`src/rtl/uart_rx_fifo.sv`:
```
`default_nettype none
// +----------------------------------------------------------------------------
// | uart_rx_fifo : edge-detected UART byte capture into a circular FIFO with
// |                registered read port and sticky overrun flag.  Rev 1.0
// +----------------------------------------------------------------------------
module uart_rx_fifo #(
  parameter int DEPTH  = 16,
  parameter int DATA_W = 8
) (
  input  logic                     clk,
  input  logic                     rst,
  input  logic [DATA_W-1:0]        rx_data,
  input  logic                     rx_done,
  input  logic                     rd_en,
  input  logic                     clr_overrun,
  output logic [DATA_W-1:0]        rd_data,
  output logic                     rd_valid,
  output logic                     empty,
  output logic                     full,
  output logic [$clog2(DEPTH):0]   count,
  output logic                     overrun
);

  localparam int AW = $clog2(DEPTH);
  localparam int CW = AW + 1;
  localparam logic [CW-1:0] C_DEPTH = CW'(DEPTH);

  logic [DATA_W-1:0] mem [DEPTH];

  logic              rx_done_q;
  logic [AW-1:0]     wr_ptr_q, wr_ptr_d;
  logic [AW-1:0]     rd_ptr_q, rd_ptr_d;
  logic [CW-1:0]     count_q, count_d;
  logic [DATA_W-1:0] rd_data_q, rd_data_d;
  logic              rd_valid_q, rd_valid_d;
  logic              overrun_q, overrun_d;

  logic w_empty, w_full, w_wr_evt, w_rd_acc, w_wr_acc, w_ovf_evt;

  assign w_empty   = (count_q == '0);
  assign w_full    = (count_q == C_DEPTH);
  assign w_wr_evt  = rx_done & ~rx_done_q;
  assign w_rd_acc  = rd_en & ~w_empty;
  // A read in the same cycle frees the slot, so a write at full still lands.
  assign w_wr_acc  = w_wr_evt & (~w_full | w_rd_acc);
  assign w_ovf_evt = w_wr_evt & w_full & ~w_rd_acc;

  always_comb begin
    wr_ptr_d   = wr_ptr_q;
    rd_ptr_d   = rd_ptr_q;
    count_d    = count_q;
    rd_data_d  = rd_data_q;
    rd_valid_d = 1'b0;
    overrun_d  = overrun_q;

    if (w_wr_acc) begin
      wr_ptr_d = wr_ptr_q + AW'(1);
    end
    if (w_rd_acc) begin
      rd_ptr_d   = rd_ptr_q + AW'(1);
      rd_data_d  = mem[rd_ptr_q];
      rd_valid_d = 1'b1;
    end
    if (w_wr_acc && !w_rd_acc) begin
      count_d = count_q + CW'(1);
    end else if (w_rd_acc && !w_wr_acc) begin
      count_d = count_q - CW'(1);
    end

    if (w_ovf_evt) begin
      overrun_d = 1'b1;
    end else if (clr_overrun) begin
      overrun_d = 1'b0;
    end
  end

  always_ff @(posedge clk or negedge rst) begin
    if (!rst) begin
      rx_done_q  <= 1'b0;
      wr_ptr_q   <= '0;
      rd_ptr_q   <= '0;
      count_q    <= '0;
      rd_data_q  <= '0;
      rd_valid_q <= 1'b0;
      overrun_q  <= 1'b0;
    end else begin
      rx_done_q  <= rx_done;
      wr_ptr_q   <= wr_ptr_d;
      rd_ptr_q   <= rd_ptr_d;
      count_q    <= count_d;
      rd_data_q  <= rd_data_d;
      rd_valid_q <= rd_valid_d;
      overrun_q  <= overrun_d;
    end
  end

  // Storage is never reset; only entries that were written are ever read out.
  always_ff @(posedge clk) begin
    if (w_wr_acc) begin
      mem[wr_ptr_q] <= rx_data;
    end
  end

  assign rd_data  = rd_data_q;
  assign rd_valid = rd_valid_q;
  assign empty    = w_empty;
  assign full     = w_full;
  assign count    = count_q;
  assign overrun  = overrun_q;

endmodule
`default_nettype wire
```
`config.mk`:
```
export PLATFORM = sky130hd
export DESIGN_NAME = uart_rx_fifo
export DESIGN_NICKNAME = d
export VERILOG_FILES = /design/src/rtl/uart_rx_fifo.sv
export SDC_FILE = /design/constraint.sdc
export NUM_CORES = 1
export LEC_CHECK = 0
export ABC_AREA = 1
export CAP_MARGIN = 20
export CORE_MARGIN = 4
export CORE_UTILIZATION = 65
export DETAILED_ROUTE_END_ITERATION = 6
export PLACE_DENSITY = 0.85
export SYNTH_ARGS = -nofsm -noshare
export SYNTH_HDL_FRONTEND = slang
export SYNTH_SLANG_ARGS = --single-unit
```
`constraint.sdc`:
```
create_clock -name clk -period 4.88 [get_ports clk]
set_clock_uncertainty 0.2 [all_clocks]
set_input_delay 0.732 -clock clk [delete_from_list [all_inputs] [get_ports clk]]
set_output_delay 0.732 -clock clk [all_outputs]
set_load 0.02 [all_outputs]
```
[Word-level counts from Yosys, hierarchy flattened]
Memories as Yosys holds them, arrays and structs flattened. A register that Yosys moved wholly into a read port is not among the register bits.
Index checks and enable logic that the tools add are counted.
Storage, ports and cells
  input bits: 13
  memories kept: 1
  logic and storage cells: 37
  flip-flop bits (word level): 16
  output and inout port bits: 17
  RAM bits: 128
Memory list
  mem: depth 16, bits a word 8, rd ports 1, clocked after Yosys merged registers in 1, write ports 1, RTL line 28  | logic [DATA_W-1:0] mem [DEPTH];
Cells by class
  equality and inequality tests: 1
  add/subtract/negate cells: 4
  reductions and logical operators: 8
  bitwise operators: 10
  multiplexer cells: 7
Operators with widths (number)
  5-bit two-way mux: 2
  4-bit by 1-bit adder with 4-bit output (second input constant): 2
  5-bit by 1-bit adder with 5-bit output (second input constant): 1
  1-bit bitwise AND: 5
  5-bit == test (second input constant): 1
  5-bit zero test: 1
  1-bit two-way mux: 5
  5-bit by 1-bit subtractor with 5-bit output (second input constant): 1
  1-bit NOT: 4
  2-bit nonzero test: 2
  1-bit zero test: 3
  1-bit logical AND: 2
  1-bit OR: 1

[Depth between registers and ports, before layout]
  word-level depth: 9
  depth in mapped cells: 15
  depth with buffers taken out: 15

[Worst setup path before layout]
Ideal clock, no wire load.
  path type: register to register
  start point: reg count_q[1] (netlist: count[1])
  end point: reg count_q[4] (netlist: count[4])
  data required time: 4.614 ns
  arrival time: 2.468 ns
  cell stages (with the launch flop): 16
  library setup time: 0.066 ns
  setup slack: 2.146 ns
  buffers on the path: 1
  clock period less this slack: 2.734 ns
  cells stage by stage: dfrtp_1 nor2_1 nand2_1 nor2_1 inv_1 nand2_1 buf_4 ha_1 inv_1 fa_1 a21oi_1 nor2_1 nor2_1 xor2_1 nand2_1 nand2_1
Between the ends
  longest elaborated chain between the ends: 8
  elaborated cells between the ends (all ways): 16
  classes of those cells: add/sub: 2; eq/ne: 1; mux: 2; bitwise: 5; reduce/logical: 6
RTL lines
  start: declaration: RTL line 33  | logic [CW-1:0] count_q, count_d;
  start signal: assignment: RTL line 90  | count_q <= count_d;
  5-bit zero test *: RTL line 40  | assign w_empty = (count_q == '0);
  named net empty: RTL line 18  | output logic empty,
  1-bit NOT *: RTL line 43  | assign w_rd_acc = rd_en & ~w_empty;
  1-bit bitwise AND *: RTL line 43
  1-bit OR: RTL line 45  | assign w_wr_acc = w_wr_evt & (~w_full | w_rd_acc);
  1-bit bitwise AND: RTL line 45
  1-bit zero test: RTL line 66  | end else if (w_rd_acc && !w_wr_acc) begin
  1-bit logical AND: RTL line 66
  2-bit nonzero test (no source line)
The timed path passes the listed nets; every way through them passes the cells marked *. The select of a mux whose other input is x is not followed.
A chain may end at the register's enable or synchronous reset.

[Final worst setup path]
  start point: in rx_done
  end point: reg count_q[4] (netlist: count[4])
Between the ends
  longest elaborated chain between the ends: 5
  elaborated cells between the ends (all ways): 7
  classes of those cells: mux: 1; bitwise: 2; reduce/logical: 4
RTL lines
  start: declaration: RTL line 13  | input logic rx_done,
  1-bit bitwise AND *: RTL line 42  | assign w_wr_evt = rx_done & ~rx_done_q;
  1-bit bitwise AND *: RTL line 45
  named net w_wr_acc: RTL line 38  | logic w_empty, w_full, w_wr_evt, w_rd_acc, w_wr_acc, w_ovf_evt;
  1-bit zero test: RTL line 66
  1-bit logical AND: RTL line 66
  2-bit nonzero test (no source line)
The timed path passes the listed nets; every way through them passes the cells marked *.

==> impl_metrics.py <==
metrics = {
    "worst_setup_path": {
        "worstSetupStartpointType": "input pin",
        "path_buf_inv": 4,
        "setup.worst_path.end_class": "flop",
        "crit_required_ns": 5.14,
        "startpoint": "rx_done",
        "crit_top_cell": "nor2_1",
        "cp_max_fo": 19,
        "crit_arrival_ns": 3.28,
        "crit_family": "buffers and inverters",
        "critPathSlowestCell": "clkdlybuf4s50_1",
        "r2r-start": "count[1]",
        "path_cells": "clkdlybuf4s50_1 > inv_1 > nor2_1 > nand2_2 > inv_2 > ha_1 > inv_1 > fa_1 > a21oi_1 > nor2_1 > nor2_1 > xor2_1 > nand2_1 > nand2_1",
        "path_class": "in -> reg",
        "max_stage_delay_ns": 0.50,
    },
    "power": {
        "ir_worst_vdd_uv": 391,
        "power_leakage_nw": 3.35,
        "finalPower_mw": 4.40,
        "powerDensity_nw_per_um2": 572,
    },
    "route": {
        "viasPerCell": 5.78,
        "drtIter0Drc": 586,
        "wl_per_cell_um": 18.9,
        "vias": 4892,
        "ant_nets": 0,
        "drt_wl_total_mm": 16.0,
        "drc": 0,
        "drtPass1Iterations": 5,
    },
    "final_layout": {
        "syn2layout_area_growth_pct": 13.7,
        "final_nets": 723,
        "final_cell_area_um2": 7690,
        "seqCellArea_um2": 4450,
        "multi_input_area_um2": 1700,
        "drive_gt1_share_pct": 6.45,
        "antennaDiodeCount": 0,
        "fin_cells": 846,
        "fillers": 581,
    },
    "logic_synthesis": {
        "syn_inst": 669,
        "seq_area_frac_synth_pct": 65.7,
        "syn_area_um2": 6760,
        "synth-seq-cells": 152,
        "yosysUniqueCellTypes": 24,
        "ys_warn_count": 0,
        "synth_nets": 692,
        "syn_avg_cell_area_um2": 10.1,
    },
    "timing": {
        "slew_viol_final": 0,
        "tns_ns": 0,
        "final.period_utilization_pct": 61.8,
        "setup_viol": 0,
        "max_freq_ghz": 0.331,
        "post-route-min-period_ns": 3.02,
        "rsz0062_at_grt": "no",
        "final-hold-violation-count": 0,
        "worstMarginPinSlew_ns": 1.09,
        "relSlewSlack_pct": 27.0,
    },
    "global_route": {
        "antenna_found_initial": 0,
        "grt_max_degree": 68,
        "track_usage_pct": 28.7,
        "grt_pass1_wl_mm": 25.0,
        "overflow": 0,
        "first_global_vias": 4810,
    },
    "floorplan": {
        "row_count": 36,
        "initial_utilization_pct": 67.9,
        "boundaryPins": 30,
        "fp.coreArea_um2": 9950,
        "die-height_um": 110,
        "die_w_um": 110,
        "die-area_um2": 12100,
    },
    "clock_network": {
        "clk_path_buf_depth": 2,
        "clock_latency_ns": 0.53,
        "cts_tree": "yes",
        "htreeDepth": 4,
        "cts.clk_slew.worst_paths_ns": 0.06,
        "cts_resized": 0,
        "cts-root-buf": "clkbuf_8",
        "post_cts_buffers": 0,
        "cts_buffers": 17,
        "cts_sinks": 152,
        "cts_hold_buf": 0,
    },
    "flow_run": {
        "drv_cap": 0,
    },
    "placed_design": {
        "dpl_cell_area_um2": 7060,
        "hpwl_mm": 9.68,
        "dp_cells": 805,
        "gp_congestion": 0.890,
        "io_buffers": 29,
    },
    "run_status": {
        "status": "completed",
    },
    "worst_hold_path": {
        "hold_path.class": "in -> async",
    },
}
[Yosys cell counts (all sizes together)]
master	number	area share, %
ha	9	1.7
a21oi	2	0.15
clkbuf	3	0.17
nand2	215	12
clkinv	2	0.11
xor2	8	1.0
nor3	16	1.2
xnor2	1	0.13
dfrtp	24	8.9
a21boi	1	0.11
inv	117	6.5
buf	25	2.4
fa	1	0.30
edfxtp	128	57
o21ai	7	0.52
a31oi	1	0.093
nand3	99	7.3
nor2	10	0.59
[metrics by stage]
stage / utilization, % / worst slack (ns) / hold WS (ns)
final: 77.2 / 1.86 / 0.249
after CTS: 76.3 / 1.90 / 0.289
after global placement: 70.9 / 1.45 / 0.268
after global routing: 77.2 / 1.61 / 0.249
after detailed placement: 70.9 / 1.39 / 0.273
after floorplan: - / 2.15 / 0.236
[registers in the layout (all words and copies together), names as in the netlist]
name and cells:
count 5, wr_ptr_q 4, rd_data 8, overrun 1
rd_ptr_q 4, rd_valid 1, mem 128, rx_done_q 1
[cell type report]
type / instances / area share, %
clock inverters: 12 / 1.35
clock buffers: 20 / 5.66
multi-input cells: 370 / 22.1
well taps: 133 / 2.17
flip-flops and latches: 152 / 57.8
inverters: 119 / 5.81
repair buffers: 40 / 5.11
[metal layers]
| metal | global-route usage (%) | routed length, um | up-vias |
|---|---|---|---|
| met5 | 0 | 0 | - |
| met4 | 12.8 | 680 | 0 |
| met3 | 7.40 | 1820 | 77 |
| met2 | 47.6 | 7870 | 353 |
| met1 | 35.8 | 5660 | 2254 |
| li1 | - | - | 2208 |
[power breakdown]
part	leakage (nW)	internal, mW	switching (mW)
Combinational	1.66	0.491	1.04
Sequential	1.44	1.55	0.123
Clock	0.249	0.686	0.500
[cells by family (layout without fill, tap and decap cells)]
family	Yosys count	in the layout	share of synthesized area, %
adder cells (fa/ha/maj)	10	10	1.96
flip-flops	152	152	65.7
buffers and inverters	147	191	9.18
XOR/XNOR	9	9	1.17
AND/OR/NAND/NOR	340	340	21.1
AO/OA/AOI/OAI	11	11	0.870
[placed cells by master (no fill, tap or decap), types with 2 or more instances in the layout]
master / Yosys / layout
ha_1: 9 / 9
edfxtp_1: 128 / 128
o21ai_0: 6 / 6
nor3_1: 16 / 16
clkbuf_8: 0 / 2
nand3_1: 99 / 99
clkinv_1: 2 / 2
clkbuf_2: 0 / 2
clkbuf_4: 0 / 3
xor2_1: 8 / 8
buf_2: 13 / 2
clkbuf_1: 3 / 2
nor2_1: 9 / 9
a21oi_1: 2 / 2
clkbuf_16: 0 / 17
clkdlybuf4s50_1: 0 / 29
nand2_1: 214 / 214
clkinvlp_4: 0 / 6
buf_4: 10 / 2
dfrtp_1: 24 / 23
inv_2: 2 / 2
clkinv_2: 0 / 4
inv_1: 115 / 115
[worst paths after layout]
check | endpoint | slack (ns) | cells past startpoint
setup / recovery | count[4] | 1.86 | 14
hold / removal | count[4] | 0.25 | 1
setup reg to reg | count[4] | 1.96 | 15
hold reg to reg | rd_data[1] | 0.29 | 2
max in group asynchronous | rd_ptr_q[2] | 3.78 | 2
min in group clk | rd_data[1] | 0.29 | 2
(Power assumes the default switching activity.)
